### src/rtl/fifo_axi_drain.sv
// Drains a small FIFO into a circular memory region as AXI4 INCR write bursts.
// Each W beat is popped, registered and then presented, so a beat takes at least three cycles.
module fifo_axi_drain #(
  parameter int                DATA_W       = 16,
  parameter int                CNT_W        = 3,
  parameter int                BURST_LEN    = 4,
  parameter int                ADDR_W       = 32,
  parameter logic [ADDR_W-1:0] BASE_ADDR    = '0,
  parameter int                REGION_BYTES = 1024
) (
  input  logic                  clk_i,
  input  logic                  rstn_i,
  input  logic                  enable_i,
  input  logic                  flush_i,
  input  logic                  fifo_empty_i,
  input  logic [CNT_W-1:0]      fifo_count_i,
  input  logic [DATA_W-1:0]     fifo_dout_i,
  output logic                  fifo_rd_o,
  output logic [ADDR_W-1:0]     awaddr_o,
  output logic [7:0]            awlen_o,
  output logic [2:0]            awsize_o,
  output logic [1:0]            awburst_o,
  output logic                  awvalid_o,
  input  logic                  awready_i,
  output logic [DATA_W-1:0]     wdata_o,
  output logic [DATA_W/8-1:0]   wstrb_o,
  output logic                  wlast_o,
  output logic                  wvalid_o,
  input  logic                  wready_i,
  input  logic [1:0]            bresp_i,
  input  logic                  bvalid_i,
  output logic                  bready_o,
  output logic                  busy_o,
  output logic                  err_o,
  output logic [15:0]           bursts_done_o
);

  localparam int              BYTES         = DATA_W / 8;
  localparam int              BURST_BYTES   = BURST_LEN * BYTES;
  localparam logic [2:0]      SIZE          = 3'($clog2(BYTES));
  localparam logic [31:0]     BURST_LEN_U   = 32'(BURST_LEN);
  localparam logic [ADDR_W:0] BURST_BYTES_X = (ADDR_W+1)'(BURST_BYTES);
  localparam logic [ADDR_W:0] REGION_X      = (ADDR_W+1)'(REGION_BYTES);

  typedef enum logic [2:0] {
    IDLE,
    ADDR,
    POP,
    LOAD,
    DATA,
    RESP
  } state_e;

  state_e              state_q, state_d;
  logic [8:0]          len_q, len_d;
  logic [7:0]          beat_q, beat_d;
  logic [ADDR_W-1:0]   offset_q, offset_d;
  logic [ADDR_W-1:0]   awaddr_q, awaddr_d;
  logic [7:0]          awlen_q, awlen_d;
  logic [DATA_W-1:0]   wdata_q, wdata_d;
  logic                wlast_q, wlast_d;
  logic                err_q, err_d;
  logic [15:0]         burstsDone_q, burstsDone_d;

  logic [31:0]         countExt;
  logic                startFull;
  logic                startFlush;
  logic [8:0]          startLen;
  logic [ADDR_W-1:0]   nextOffset;
  logic [ADDR_W:0]     nextEnd;

  always_ff @(posedge clk_i) begin
    if (!rstn_i) begin
      state_q      <= IDLE;
      len_q        <= '0;
      beat_q       <= '0;
      offset_q     <= '0;
      awaddr_q     <= BASE_ADDR;
      awlen_q      <= '0;
      wdata_q      <= '0;
      wlast_q      <= 1'b0;
      err_q        <= 1'b0;
      burstsDone_q <= '0;
    end else begin
      state_q      <= state_d;
      len_q        <= len_d;
      beat_q       <= beat_d;
      offset_q     <= offset_d;
      awaddr_q     <= awaddr_d;
      awlen_q      <= awlen_d;
      wdata_q      <= wdata_d;
      wlast_q      <= wlast_d;
      err_q        <= err_d;
      burstsDone_q <= burstsDone_d;
    end
  end

  // A flush burst is capped at BURST_LEN so the room reserved before the region end always suffices.
  always_comb begin
    state_d      = state_q;
    len_d        = len_q;
    beat_d       = beat_q;
    offset_d     = offset_q;
    awaddr_d     = awaddr_q;
    awlen_d      = awlen_q;
    wdata_d      = wdata_q;
    wlast_d      = wlast_q;
    err_d        = err_q;
    burstsDone_d = burstsDone_q;

    countExt   = 32'(fifo_count_i);
    startFull  = enable_i && (countExt >= BURST_LEN_U);
    startFlush = flush_i && !fifo_empty_i;
    startLen   = (countExt >= BURST_LEN_U) ? 9'(BURST_LEN) : 9'(countExt);
    nextOffset = offset_q + ADDR_W'(32'(len_q) * 32'(BYTES));
    nextEnd    = {1'b0, nextOffset} + BURST_BYTES_X;

    case (state_q)
      IDLE: begin
        if (startFull || startFlush) begin
          len_d    = startLen;
          awlen_d  = 8'(startLen - 9'd1);
          awaddr_d = BASE_ADDR + offset_q;
          beat_d   = '0;
          state_d  = ADDR;
        end
      end
      ADDR: begin
        if (awready_i) begin
          state_d = POP;
        end
      end
      POP: begin
        if (!fifo_empty_i) begin
          state_d = LOAD;
        end
      end
      LOAD: begin
        wdata_d = fifo_dout_i;
        wlast_d = (9'(beat_q) == len_q - 9'd1);
        state_d = DATA;
      end
      DATA: begin
        if (wready_i) begin
          beat_d  = beat_q + 8'd1;
          state_d = wlast_q ? RESP : POP;
        end
      end
      RESP: begin
        if (bvalid_i) begin
          err_d        = err_q | (bresp_i != 2'b00);
          burstsDone_d = burstsDone_q + 16'd1;
          offset_d     = (nextEnd > REGION_X) ? '0 : nextOffset;
          state_d      = IDLE;
        end
      end
      default: begin
        state_d = IDLE;
      end
    endcase
  end

  // The pop strobe is gated by reset so no word is pulled during the cycle the burst is abandoned.
  assign fifo_rd_o     = rstn_i && (state_q == POP) && !fifo_empty_i;
  assign awaddr_o      = awaddr_q;
  assign awlen_o       = awlen_q;
  assign awsize_o      = SIZE;
  assign awburst_o     = 2'b01;
  assign awvalid_o     = (state_q == ADDR);
  assign wdata_o       = wdata_q;
  assign wstrb_o       = '1;
  assign wlast_o       = wlast_q;
  assign wvalid_o      = (state_q == DATA);
  assign bready_o      = (state_q == RESP);
  assign busy_o        = (state_q != IDLE);
  assign err_o         = err_q;
  assign bursts_done_o = burstsDone_q;

endmodule

### config.mk
export PLATFORM = sky130hd
export DESIGN_NAME = fifo_axi_drain
export DESIGN_NICKNAME = d
export VERILOG_FILES = /design/src/rtl/fifo_axi_drain.sv
export SDC_FILE = /design/constraint.sdc
export NUM_CORES = 1
export LEC_CHECK = 0
export CORE_UTILIZATION = 50
export CTS_BUF_LIST = sky130_fd_sc_hd__clkbuf_2
export CTS_CLUSTER_DIAMETER = 40
export CTS_CLUSTER_SIZE = 25
export DETAILED_ROUTE_END_ITERATION = 10
export HOLD_SLACK_MARGIN = 0.03
export PLACE_DENSITY = 0.84
export SETUP_SLACK_MARGIN = 0.02
export SLEW_MARGIN = 20
export SYNTH_ARGS = -nofsm -noshare
export SYNTH_HDL_FRONTEND = slang
export SYNTH_SLANG_ARGS = --single-unit
### constraint.sdc
create_clock -name clk_i -period 4.1 [get_ports clk_i]
set_input_delay 1.025 -clock clk_i [delete_from_list [all_inputs] [get_ports clk_i]]
set_output_delay 1.025 -clock clk_i [all_outputs]
set_load 0.02 [all_outputs]
== Word level (Yosys, flattened, before mapping) ==
Cells that the tools add are included.
Storage, ports and cells
  flip-flop bits (word level): 126
  latch bits: 0
  RAM bits: 0
  ROM bits: 0
  bits of input ports: 29
  output and inout bits: 86
  logic and storage cells: 56
  memories kept: 0
Operators by class
  add/sub/neg operators: 6
  multiply operators: 0
  div/mod/pow operators: 0
  $lt $le $gt $ge: 2
  equality and inequality tests: 11
  shifts and indexed selects: 0
  multiplexer cells: 12
  bitwise operators: 1
  reduce and logical (&&, ||, !) cells: 14
Operators by type and width (count)
  adder 32 x 4 -> 33 bit (second input constant): 1
  > comparator 33 x 11 -> 1 bit (second input constant): 1
  adder 32 x 10 -> 32 bit: 1
  two-way mux 32 bit: 1
  two-way mux 3 bit: 7
  case mux 3 bit (6 select lines): 1
  adder 16 x 1 -> 16 bit (second input constant): 1
  two-way mux 8 bit: 2
  case mux 8 bit (2 select lines): 1
  equality test 8 x 9 -> 1 bit: 1
  subtractor 9 x 1 -> 9 bit (second input constant): 1
  adder 8 x 1 -> 8 bit (second input constant): 1
  equality test 3 x 2 -> 1 bit (second input constant): 2
  equality test 3 bit (second input constant): 2
  inequality test 2 bit (second input constant): 3
  AND reduction 5 bit: 1
  logical AND 1 bit: 4
  inequality test 2 x 1 -> 1 bit (second input constant): 2
  AND reduction 2 bit: 2
  nonzero test 2 bit: 2
  subtractor 3 x 1 -> 4 bit (second input constant): 1
  equality test 3 x 1 -> 1 bit (second input constant): 1
  greater-or-equal comparator 3 bit (second input constant): 1
  zero test 3 bit: 1
  5 further kinds: 5

== Depth between registers and ports, before layout ==
Gate-level depths: netlist of the first run.
  word-level depth: 5
  depth in mapped cells: 17
  gate-level depth less buffers: 15

== Worst setup path before layout of the first run ==
Ideal clock, no wire load.
  path type: reg2reg
  start: reg len_q[0]
  end: reg offset_q[4]
  setup time: 0.062 ns
  arrival time: 3.883 ns
  data required time: 4.038 ns
  setup slack: 0.155 ns
  stages on the path, launching flop included: 15
  path buffers: 1
  clock period less this slack: 3.945 ns
  cell sequence: dfxtp_1 ha_1 fa_1 a2111oi_2 o311a_1 nor3_2 nor4b_4 and2_2 a211oi_1 or4_1 a2111o_1 a2111oi_4 buf_6 nand3_2 nand3_1
On the way
  cells in the longest elaborated chain, start to end: 4
Ends and longest elaborated chain
  start, declared: line 55  | logic [8:0] len_q, len_d;
  start signal, assigned: line 86  | len_q <= len_d;
  adder 32 x 10 -> 32 bit *: line 115  | nextOffset = offset_q + ADDR_W'(32'(len_q) * 32'(BYTES));
  adder 32 x 4 -> 33 bit: line 116  | nextEnd = {1'b0, nextOffset} + BURST_BYTES_X;
  > comparator 33 x 11 -> 1 bit: line 153  | offset_d = (nextEnd > REGION_X) ? '0 : nextOffset;
  two-way mux 32 bit *: line 153
  end signal, assigned: line 88  | offset_q <= offset_d;
  end, declared: line 57  | logic [ADDR_W-1:0] offset_q, offset_d;
Mark *: on every way between the ends. The rest lies on a longest branch, timed or not.
A chain may end at the register's enable or synchronous reset.

== Worst setup path after layout of the first run ==
  start: reg offset_q[1]
  end: reg offset_q[3]
On the way
  cells in the longest elaborated chain, start to end: 4
Ends and longest elaborated chain (line)
  adder 32 x 10 -> 32 bit *: 115
  adder 32 x 4 -> 33 bit: 116
  > comparator 33 x 11 -> 1 bit: 153
  two-way mux 32 bit *: 153
Marks and branches as above.

==> summary.txt, run 1 <==
Timing
  – Worst Setup Slack, final: 38.77 ps
  – RSZ-0062 raised after global routing: true
  – Max Slew Vio Count: 0
  – Least-Margin Pin Slew: 717.4 ps
  – Clk_skew: 20.23 ps
  – Slew headroom: 51.81%
  – Crit share post-route: 99.05%
  – Final setup violation count: 0
  – Final min period: 4061 ps
  – Max Clock Freq: 246.2 MHz
  – Fin. Hold Viols: 0

Logic synthesis
  – Top-count cell post-synth: nand2_1
  – Synth top cells by count: nand2_1, dfxtp_1, a21boi_0
  – EDFF count, synth: 0
  – Number of synthesis warnings: 0
  – Synth async-reset ratio: 0%
  – Sequential-to-total area share from yosys stat: 35.65%
  – Synth area leaders: dfxtp_1, nand2_1, a21boi_0
  – Syn avg cell area: 8.023 um2
  – Ys flop type: dfxtp_1
  – Mapped Cells: 798
  – Yosys cell types: 76
  – #FFs+latches synth: 114
  – Share of the synthesized area in the top cell type: 35.65%
  – Yosys top cell by area: dfxtp_1
  – Synthesized cell area: 6402 um2

CTS
  – Clock transition at the registers of the reported paths: 150 ps
  – CTS tree: built
  – Clock Tree Root: clkbuf_2
  – H-tree levels: 4
  – Clock Latency Late Sink: 680 ps
  – Clock Path Buffers: 2
  – TritonCTS Buffers: 17
  – CTS Sinks: 114

Critical path
  – Crit. End Element: register
  – Worst r2r dst: offset_q[3]
  – CP top delay family: compound AO/OA/AOI/OAI gates
  – Critical-path cell list: ha_4, fa_2, a21o_2, a21boi_1, o211ai_1, nor4b_4, o211a_1, mux2i_1, or4_1, a2111o_1, a2111oi_4, buf_4, a22o_1
  – Worst stage delay on the critical path: 500 ps
  – Startpoint types: register
  – Worst Path Arrival: 4690 ps
  – Worst reg-to-reg path cell count: 13
  – CP bufs+invs: 1
  – Worst-path fanout max: 7
  – R2r startpoint: offset_q[1]
  – Register-to-register setup slack: 40 ps
  – Crit. Startpoint: offset_q[1]
  – Slowest-stage cell, CP: or4_1
  – Worst Path Required: 4730 ps
  – Critical path depth in cells: 13
  – Crit Path Class: register to register
  – CP endpoint: offset_q[3]

Finish
  – Nets: 947
  – Fill cells: 990
  – Register Area: 2292 um2
  – Diodes inserted: 0
  – Area of the multi-input gates: 3887 um2
  – Fin cells: 1088
  – Layout Utilization: 65.79%
  – Layout cells sized above 1: 11.85%
  – Synth-to-layout area growth: 25.99%

Global route
  – First-pass GRT wire length: 26390 um
  – Initial antenna violation count: 0
  – Largest net degree at the start of global routing: 50
  – Total Routing Usage GR: 25.25%
  – Vias in the first global route: 5512
  – Grt total ovfl: 0

Power
  – PD cells: 280.6 nW/um2
  – Pleak: 2.990 nW
  – PnR Total Power: 2.263 mW
  – VDD IR max: 0.1768 mV

Route
  – Wire per inst: 15.36 um
  – Routed vias: 6158
  – Remaining antenna violation count: 0
  – TritonRoute pass-1 iters: 5
  – Vias per inst: 5.660
  – DRC: 0
  – DR iter-0 viols: 580
  – Routed wire length: 16720 um

Place
  – Buffers on Ports: 106
  – DP HPWL: 12110 um
  – Pre-CTS setup slack: -1.906 ps
  – Placed cell count: 1054
  – Gp weighted congestion: 0.9525

Die
  – # rows: 40
  – Core area: 12260 um2
  – Chip height: 115.2 um
  – Die Wd: 115.2 um
  – Initial Util: 52.21%
  – Ports: 115
  – Die area: 13260 um2

Run status
  – Status: finished clean

Flow run
  – Max cap viols: 0

Min path
  – Worst min path class: register to register
==> registers in the layout, indices dropped and copies added (netlist names) <==
signal / count
err_o: 1
state_q: 3
awaddr_o: 31
bursts_done_o: 16
len_q: 3
beat_q: 8
offset_q: 31
wlast_o: 1
awlen_o: 4
wdata_o: 16
==> metrics by stage <==
stage	hold slack (ps)	area [um2]	setup TNS (ps)
final	472.3	8066	0
after global routing	494.1	8066	-871.6
after detailed placement	456.1	7689	-1.906
after floorplan	458.1	6425	0
after CTS	476.2	7938	0
after global placement	449.0	7689	0
==> worst min-delay path by stage <==
| stage | startpoint | to | slack [ps] | cells past startpoint |
|---|---|---|---|---|
| floorplan | offset_q[1] | awaddr_o[1] | 460 | 2 |
| detailed placement | wdata_o[5] | wdata_o[5] | 460 | 2 |
| global placement | awaddr_o[12] | awaddr_o[12] | 450 | 2 |
| CTS | wdata_o[5] | wdata_o[5] | 480 | 2 |
| global route | awaddr_o[12] | awaddr_o[12] | 490 | 2 |
| finish | awaddr_o[11] | awaddr_o[11] | 470 | 2 |
==> logic make-up (layout without fill, tap and decap cells) <==
| family | after synthesis | after routing | share of synthesized area [%] |
|---|---|---|---|
| AO/OA/AOI/OAI | 175 | 175 | 20.34 |
| XOR/XNOR | 48 | 48 | 6.566 |
| adder cells (fa/ha/maj) | 10 | 10 | 2.072 |
| buffers and inverters | 78 | 194 | 5.609 |
| flip-flops | 114 | 114 | 35.65 |
| multiplexers | 6 | 6 | 0.9967 |
| other | 2 | 8 | 0.1173 |
| AND/OR/NAND/NOR | 365 | 365 | 28.65 |
==> tightest hold or removal path: cells and delay by family (launching register included) <==
kind | cells | cell delay (ps)
flip-flops | 1 | 340
AO/OA/AOI/OAI | 1 | 60
AND/OR/NAND/NOR | 1 | 50
==> metal layers <==
metal / global-route usage, % / vias to the layer above / routed length (um)
met4: 9.610 / 0 / 402
met2: 41.77 / 237 / 7800
met3: 6.220 / 38 / 1161
met1: 31.73 / 2886 / 7352
met5: 0 / - / 0
li1: - / 2997 / -
==> where the power goes <==
group | switching [mW] | internal [mW]
registers | 0.0247 | 1.13
clock network | 0.418 | 0.334
logic | 0.210 | 0.146
==> cell type report <==
class	instances	area share [%]
clock inverter	12	1.753
tap	168	2.606
timing repair buffer	146	17.06
multi-input combinational	612	48.19
inverter	17	0.7911
clock buffer	19	1.179
sequential	114	28.42
==> cells in the final DEF (no fill, tap or decap), types with 5 or more instances in the layout <==
cell type / instances
a21boi_0: 53
a21o_1: 6
a21oi_1: 19
a22o_1: 6
a41oi_1: 5
and2_1: 42
and3_1: 16
buf_4: 37
clkbuf_2: 19
clkdlybuf4s50_1: 105
conb_1: 8
dfxtp_1: 110
ha_1: 5
inv_1: 16
nand2_1: 156
nand2b_1: 6
nand3_1: 33
nand4_1: 11
nor2_1: 33
nor3_1: 17
nor4_1: 9
o211a_1: 6
o211ai_1: 5
o21a_1: 7
o21ai_0: 14
o21ai_1: 8
o22ai_1: 6
o31ai_1: 5
or3_1: 5
or4_1: 5
xnor2_1: 28
xor2_1: 17
==> timing repair <==
item,4_1_cts,5_1_grt
gates resized for setup,2,26
endpoints found under the setup margin,10,10
pin swaps,1,11
buffers inserted,1,1
cloned,0,1
hold buffers,0,0
(Power assumes the default switching activity.)
==> run 2, diff against run 1 <==
- ABC_CLOCK_PERIOD_IN_PS: default -> 4100
- PLACE_DENSITY: 0.84 -> 0.8
- SLEW_MARGIN: 20 -> 40
==> run 2 against run 1 <==
- wire length down 0.24%
- sequential share of layout area down 0.43 points
- setup slack better by 83 ps
- flip-flop and latch count unchanged
- clock skew up 6.7 ps
- critical path type unchanged
==> summary.txt, run 2 (synthesized netlist as in run 1, its figures left out) <==
Place
  – Pre-CTS setup slack: -40.99 ps
  – Buffers on Ports: 106
  – Area post-placement: 7699 um2
  – Gp weighted congestion: 0.9728
  – DP HPWL: 12120 um

Critical path
  – Register-to-register setup slack: 120 ps
  – Worst r2r dst: offset_q[4]
  – Crit Path Class: register to register
  – Startpoint types: register
  – Worst Path Required: 4750 ps
  – Worst-path fanout max: 6
  – Worst Path Arrival: 4630 ps
  – Worst reg-to-reg path cell count: 15
  – Crit. End Element: register
  – R2r startpoint: offset_q[1]

Timing
  – Crit share post-route: 97.03%
  – Slew headroom: 53.51%
  – Max Slew Vio Count: 0
  – Clk_skew: 26.90 ps
  – Worst Setup Slack, final: 121.7 ps
  – Fin. Hold Viols: 0
  – Final min period: 3978 ps
  – Final setup violation count: 0
  – Max Clock Freq: 251.4 MHz
  – RSZ-0062 raised after global routing: true
  – Least-Margin Pin Slew: 696.6 ps
  – WHS: 471.3 ps

Global route
  – Total Routing Usage GR: 26.06%
  – Grt total ovfl: 0
  – Initial antenna violation count: 0
  – Vias in the first global route: 5633
  – Largest net degree at the start of global routing: 45
  – First-pass GRT wire length: 27120 um

Die
  – Die Wd: 115.2 um
  – Core area: 12260 um2
  – Chip height: 115.2 um
  – # rows: 40
  – Initial Util: 52.21%
  – Die area: 13260 um2
  – Ports: 115

Finish
  – Most common cell after layout, fill and taps aside: nand2_1
  – Post-layout instance area: 8199 um2
  – Diodes inserted: 0
  – Most frequent cells in the layout: nand2_1, dfxtp_1, clkdlybuf4s50_1
  – Layout Utilization: 66.87%
  – Synth-to-layout area growth: 28.06%
  – Nets: 953
  – Layout cells sized above 1: 13.08%

CTS
  – Clock Latency Late Sink: 710 ps
  – CTS Sinks: 114
  – H-tree levels: 4
  – Clock transition at the registers of the reported paths: 170 ps
  – Clock Path Buffers: 2
  – CTS tree: built
  – TritonCTS Buffers: 17
  – Clock Tree Root: clkbuf_2

Power
  – PnR Total Power: 2.399 mW
  – Pleak: 3.063 nW
  – PD cells: 292.6 nW/um2
  – VDD IR max: 0.1735 mV

Min path
  – Hold Path End: awaddr_o[26]
  – Worst min path class: register to register
  – Hold wc startpoint: awaddr_o[26]
  – Hold Path Depth: 2

Route
  – Met3 WL: 1069 um
  – Wire per inst: 15.26 um
  – Vias per inst: 5.604
  – Routed vias: 6125
  – Metal2 WL: 7697 um
  – Max layer used: met4
  – DR iter-0 viols: 486
  – TritonRoute pass-1 iters: 5
  – Routed wire length: 16680 um
  – DRC: 0
  – Met1 Wirelength: 7617 um
  – Remaining antenna violation count: 0

Run status
  – Status: finished clean

Flow run
  – Max cap viols: 0
[run 2: cell types whose count changed in the layout (fill, tap and decap cells not counted), moves of 2 or more]
| cell | delta |
|---|---|
| dfxtp_2 | +2 |
| bufinv_16 | +2 |
| buf_4 | +6 |
| dfxtp_1 | -2 |
[run 2: worst max-delay path by stage]
stage	start	cells after the start	end	slack, ps
floorplan	len_q[0]	14	offset_q[4]	160
global placement	offset_q[1]	14	offset_q[4]	80
detailed placement	offset_q[1]	14	offset_q[5]	-40
CTS	len_q[1]	15	offset_q[5]	30
global route	offset_q[1]	15	offset_q[4]	-20
finish	offset_q[1]	15	offset_q[4]	120
[run 2: stage by stage]
stage                     instances  setup TNS (ps)
after detailed placement       1055          -229.5
after CTS                      1086               0
after floorplan                 804               0
final                          1093               0
after global routing           1093          -56.69
after global placement         1055               0
[run 2: power by group]
part           switching [mW]  total (mW)  internal (mW)
clock network           0.432       0.885          0.453
logic                   0.212       0.358          0.146
registers              0.0253        1.16           1.13
[run 2: what timing repair did]
item | 4_1_cts | 5_1_grt
hold buffers | 0 | 0
resized for setup | 1 | 36
cloned | 0 | 1
hold endpoints to repair | 0 | 0
setup endpoints to repair | 9 | 10
pin swaps | 1 | 13
buffers inserted | 1 | 6
[run 2: cell type report]
type,instances,area [um2]
fillers,1026,4063
inverters,17,63.81
flip-flops and latches,114,2295
repair buffers,152,1421
well taps,168,210.2
clock buffers,18,90.09
clock inverters,12,190.2
multi-input cells,612,3929
[run 2: critical path: stages (launching register included)]
cell and delay, ps:
dfxtp_2 380, ha_4 160, fa_2 460, a2111oi_4 230, o311a_1 230, nor3_4 60
nor4b_4 440, buf_4 200, xnor2_2 100, o211ai_1 110, or4_1 420, a2111o_1 340
a2111oi_4 410, buf_4 240, nand3_2 80, nand3_2 60
[run 2: layer usage]
metal  up-vias  GRT usage, %
met5         -             0
met4         0         10.30
met3        25         6.431
met2       227         42.13
met1      2858         33.39
li1       3015             -
==> run 3, diff against run 2 <==
- ABC_CLOCK_PERIOD_IN_PS: 4100 -> 3800
- CORE_UTILIZATION: 50 -> 55
- PLACE_DENSITY: 0.8 -> 0.83
- clock period: 4.1 -> 3.8 ns (I/O delays scaled with it)
==> run 3 against run 2 <==
- the flow now finishes with violations (setup timing)
- clock skew up 6.2 ps
- setup slack worse by 130 ps
- flip-flop and latch count unchanged
- final cell count up 0.82%
- critical path type unchanged
- largest cell class unchanged
==> summary.txt, run 3 (synthesized netlist as in run 1, its figures left out) <==
Critical path
  – Worst-path fanout max: 8
  – Startpoint types: register
  – Worst Path Required: 4420 ps
  – Worst Path Arrival: 4440 ps
  – Crit Path Class: register to register
  – Crit. End Element: register

Global route
  – First-pass GRT wire length: 27610 um
  – Initial antenna violation count: 0
  – Total Routing Usage GR: 29.81%
  – Vias in the first global route: 5785
  – Largest net degree at the start of global routing: 54
  – Grt total ovfl: 0

Timing
  – Worst Setup Slack, final: -11.87 ps
  – Max Clock Freq: 262.3 MHz
  – Max Slew Vio Count: 0
  – Final setup violation count: 2
  – Setup TNS: -20.19 ps
  – Final min period: 3812 ps
  – Slew headroom: 55.54%
  – Clk_skew: 33.08 ps
  – RSZ-0062 raised after global routing: true
  – WHS: 472.6 ps
  – Crit share post-route: 100.3%
  – Fin. Hold Viols: 0
  – Least-Margin Pin Slew: 666.2 ps

Power
  – NetSw: 0.6950 mW
  – Seq pwr share: 54.0%
  – Clock power frac: 28.5%
  – VDD IR max: 0.2221 mV
  – Logic pwr share: 17.5%
  – Switch share: 30.14%
  – PD cells: 277.9 nW/um2
  – Pleak: 3.204 nW
  – Power Internal: 1.611 mW

Finish
  – Most frequent cells in the layout: nand2_1, dfxtp_1, clkdlybuf4s50_1
  – Post-layout instance area: 8299 um2
  – Fill cells: 936
  – Synth-to-layout area growth: 29.63%
  – Diodes inserted: 0
  – Most common cell after layout, fill and taps aside: nand2_1
  – Layout cells sized above 1: 15.43%
  – Fin cells: 1102
  – Nets: 987

CTS
  – CTS Sinks: 114
  – CTS tree: built
  – Clock Tree Root: clkbuf_2
  – Clock Path Buffers: 2
  – TritonCTS Buffers: 17
  – Clock Latency Late Sink: 700 ps
  – Clock transition at the registers of the reported paths: 150 ps
  – # hold bufs at CTS: 0
  – H-tree levels: 4

Place
  – Gp weighted congestion: 0.9225
  – Placed cell count: 1068
  – Area post-placement: 8039 um2
  – Pre-CTS setup slack: -138.3 ps
  – Buffers on Ports: 106
  – DP HPWL: 13210 um

Run status
  – Status: complete, but fails checks
  – Failing checks: setup timing

Die
  – # rows: 39
  – Initial Util: 56.31%
  – Ports: 115
  – Die area: 12080 um2
  – Core area: 11370 um2
  – Die Wd: 109.9 um
  – Chip height: 109.9 um

Route
  – Vias per inst: 5.652
  – Wire per inst: 15.93 um
  – DRC: 0
  – TritonRoute pass-1 iters: 5
  – Remaining antenna violation count: 0
  – DR iter-0 viols: 346
  – Routed vias: 6228
  – Routed wire length: 17560 um

Min path
  – Worst min path class: register to register

Flow run
  – Max cap viols: 0
==> run 3: changes by cell type in the layout (fill, tap and decap cells not counted), moves of 2 or more <==
cell	before	now
dfxtp_1	108	112
bufinv_16	5	1
clkbuf_2	18	21
clkinv_2	4	6
dfxtp_4	2	0
ha_4	4	2
buf_4	43	76
buf_12	1	3
dfxtp_2	4	2
==> run 3: path summary, 6_finish.rpt <==
kind | cells past startpoint | slack (ps) | startpoint | endpoint
max | 14 | -10 | len_q[0] | offset_q[3]
min | 2 | 470 | wdata_o[15] | wdata_o[15]
max reg2reg | 14 | -10 | len_q[0] | offset_q[3]
min reg2reg | 2 | 470 | wdata_o[15] | wdata_o[15]
==> run 3: metal layers <==
metal | GRT usage [%] | wire [um] | vias to the layer above
met3 | 7.469 | 1123 | 35
met4 | 11.81 | 407 | 0
li1 | - | - | 3071
met1 | 36.22 | 7826 | 2919
met5 | 0 | 0 | -
met2 | 50.22 | 8202 | 203
==> run 3: per-stage QoR <==
step,util (%),power (mW)
2_1_floorplan,-,1.514
3_3_place_gp,70.68,1.655
3_5_place_dp,70.71,1.667
4_1_cts,72.57,2.318
5_1_grt,72.99,2.415
6_report,72.99,2.306
==> run 3: critical path, cell delays in order, from the launching register on <==
cell	delay [ps]
dfxtp_2	360
ha_4	160
fa_2	450
a2111oi_4	380
o311a_1	240
nor3_4	70
nor4b_4	340
buf_4	190
xnor2_2	110
o211ai_1	100
or4_1	410
a2111o_1	340
a2111oi_4	270
buf_6	200
a22o_1	120
==> run 3: cell type report <==
cell class              count  area (um2)  share of cell area, %
clock buffers              21       105.1                  1.266
clock inverters             9       67.56                 0.8141
inverters                  17       63.81                 0.7689
multi-input cells         612        3901                  47.01
flip-flops and latches    114        2285                  27.53
well taps                 143       178.9                  2.156
repair buffers            186        1698                  20.46
==> run 3: power groups by stage <==
stage / clock network [mW] / logic [mW] / registers, mW
final: 0.657 / 0.403 / 1.25
after CTS: 0.672 / 0.401 / 1.25
after global placement: 0 / 0.386 / 1.27
after global routing: 0.726 / 0.438 / 1.25
after floorplan: 0 / 0.238 / 1.28
after detailed placement: 0 / 0.397 / 1.27
==> run 3: timing repair <==
item,CTS,global route
buffers inserted,1,3
setup endpoints to repair,10,10
resized for setup,7,4
pin swaps,3,5
cloned,0,0
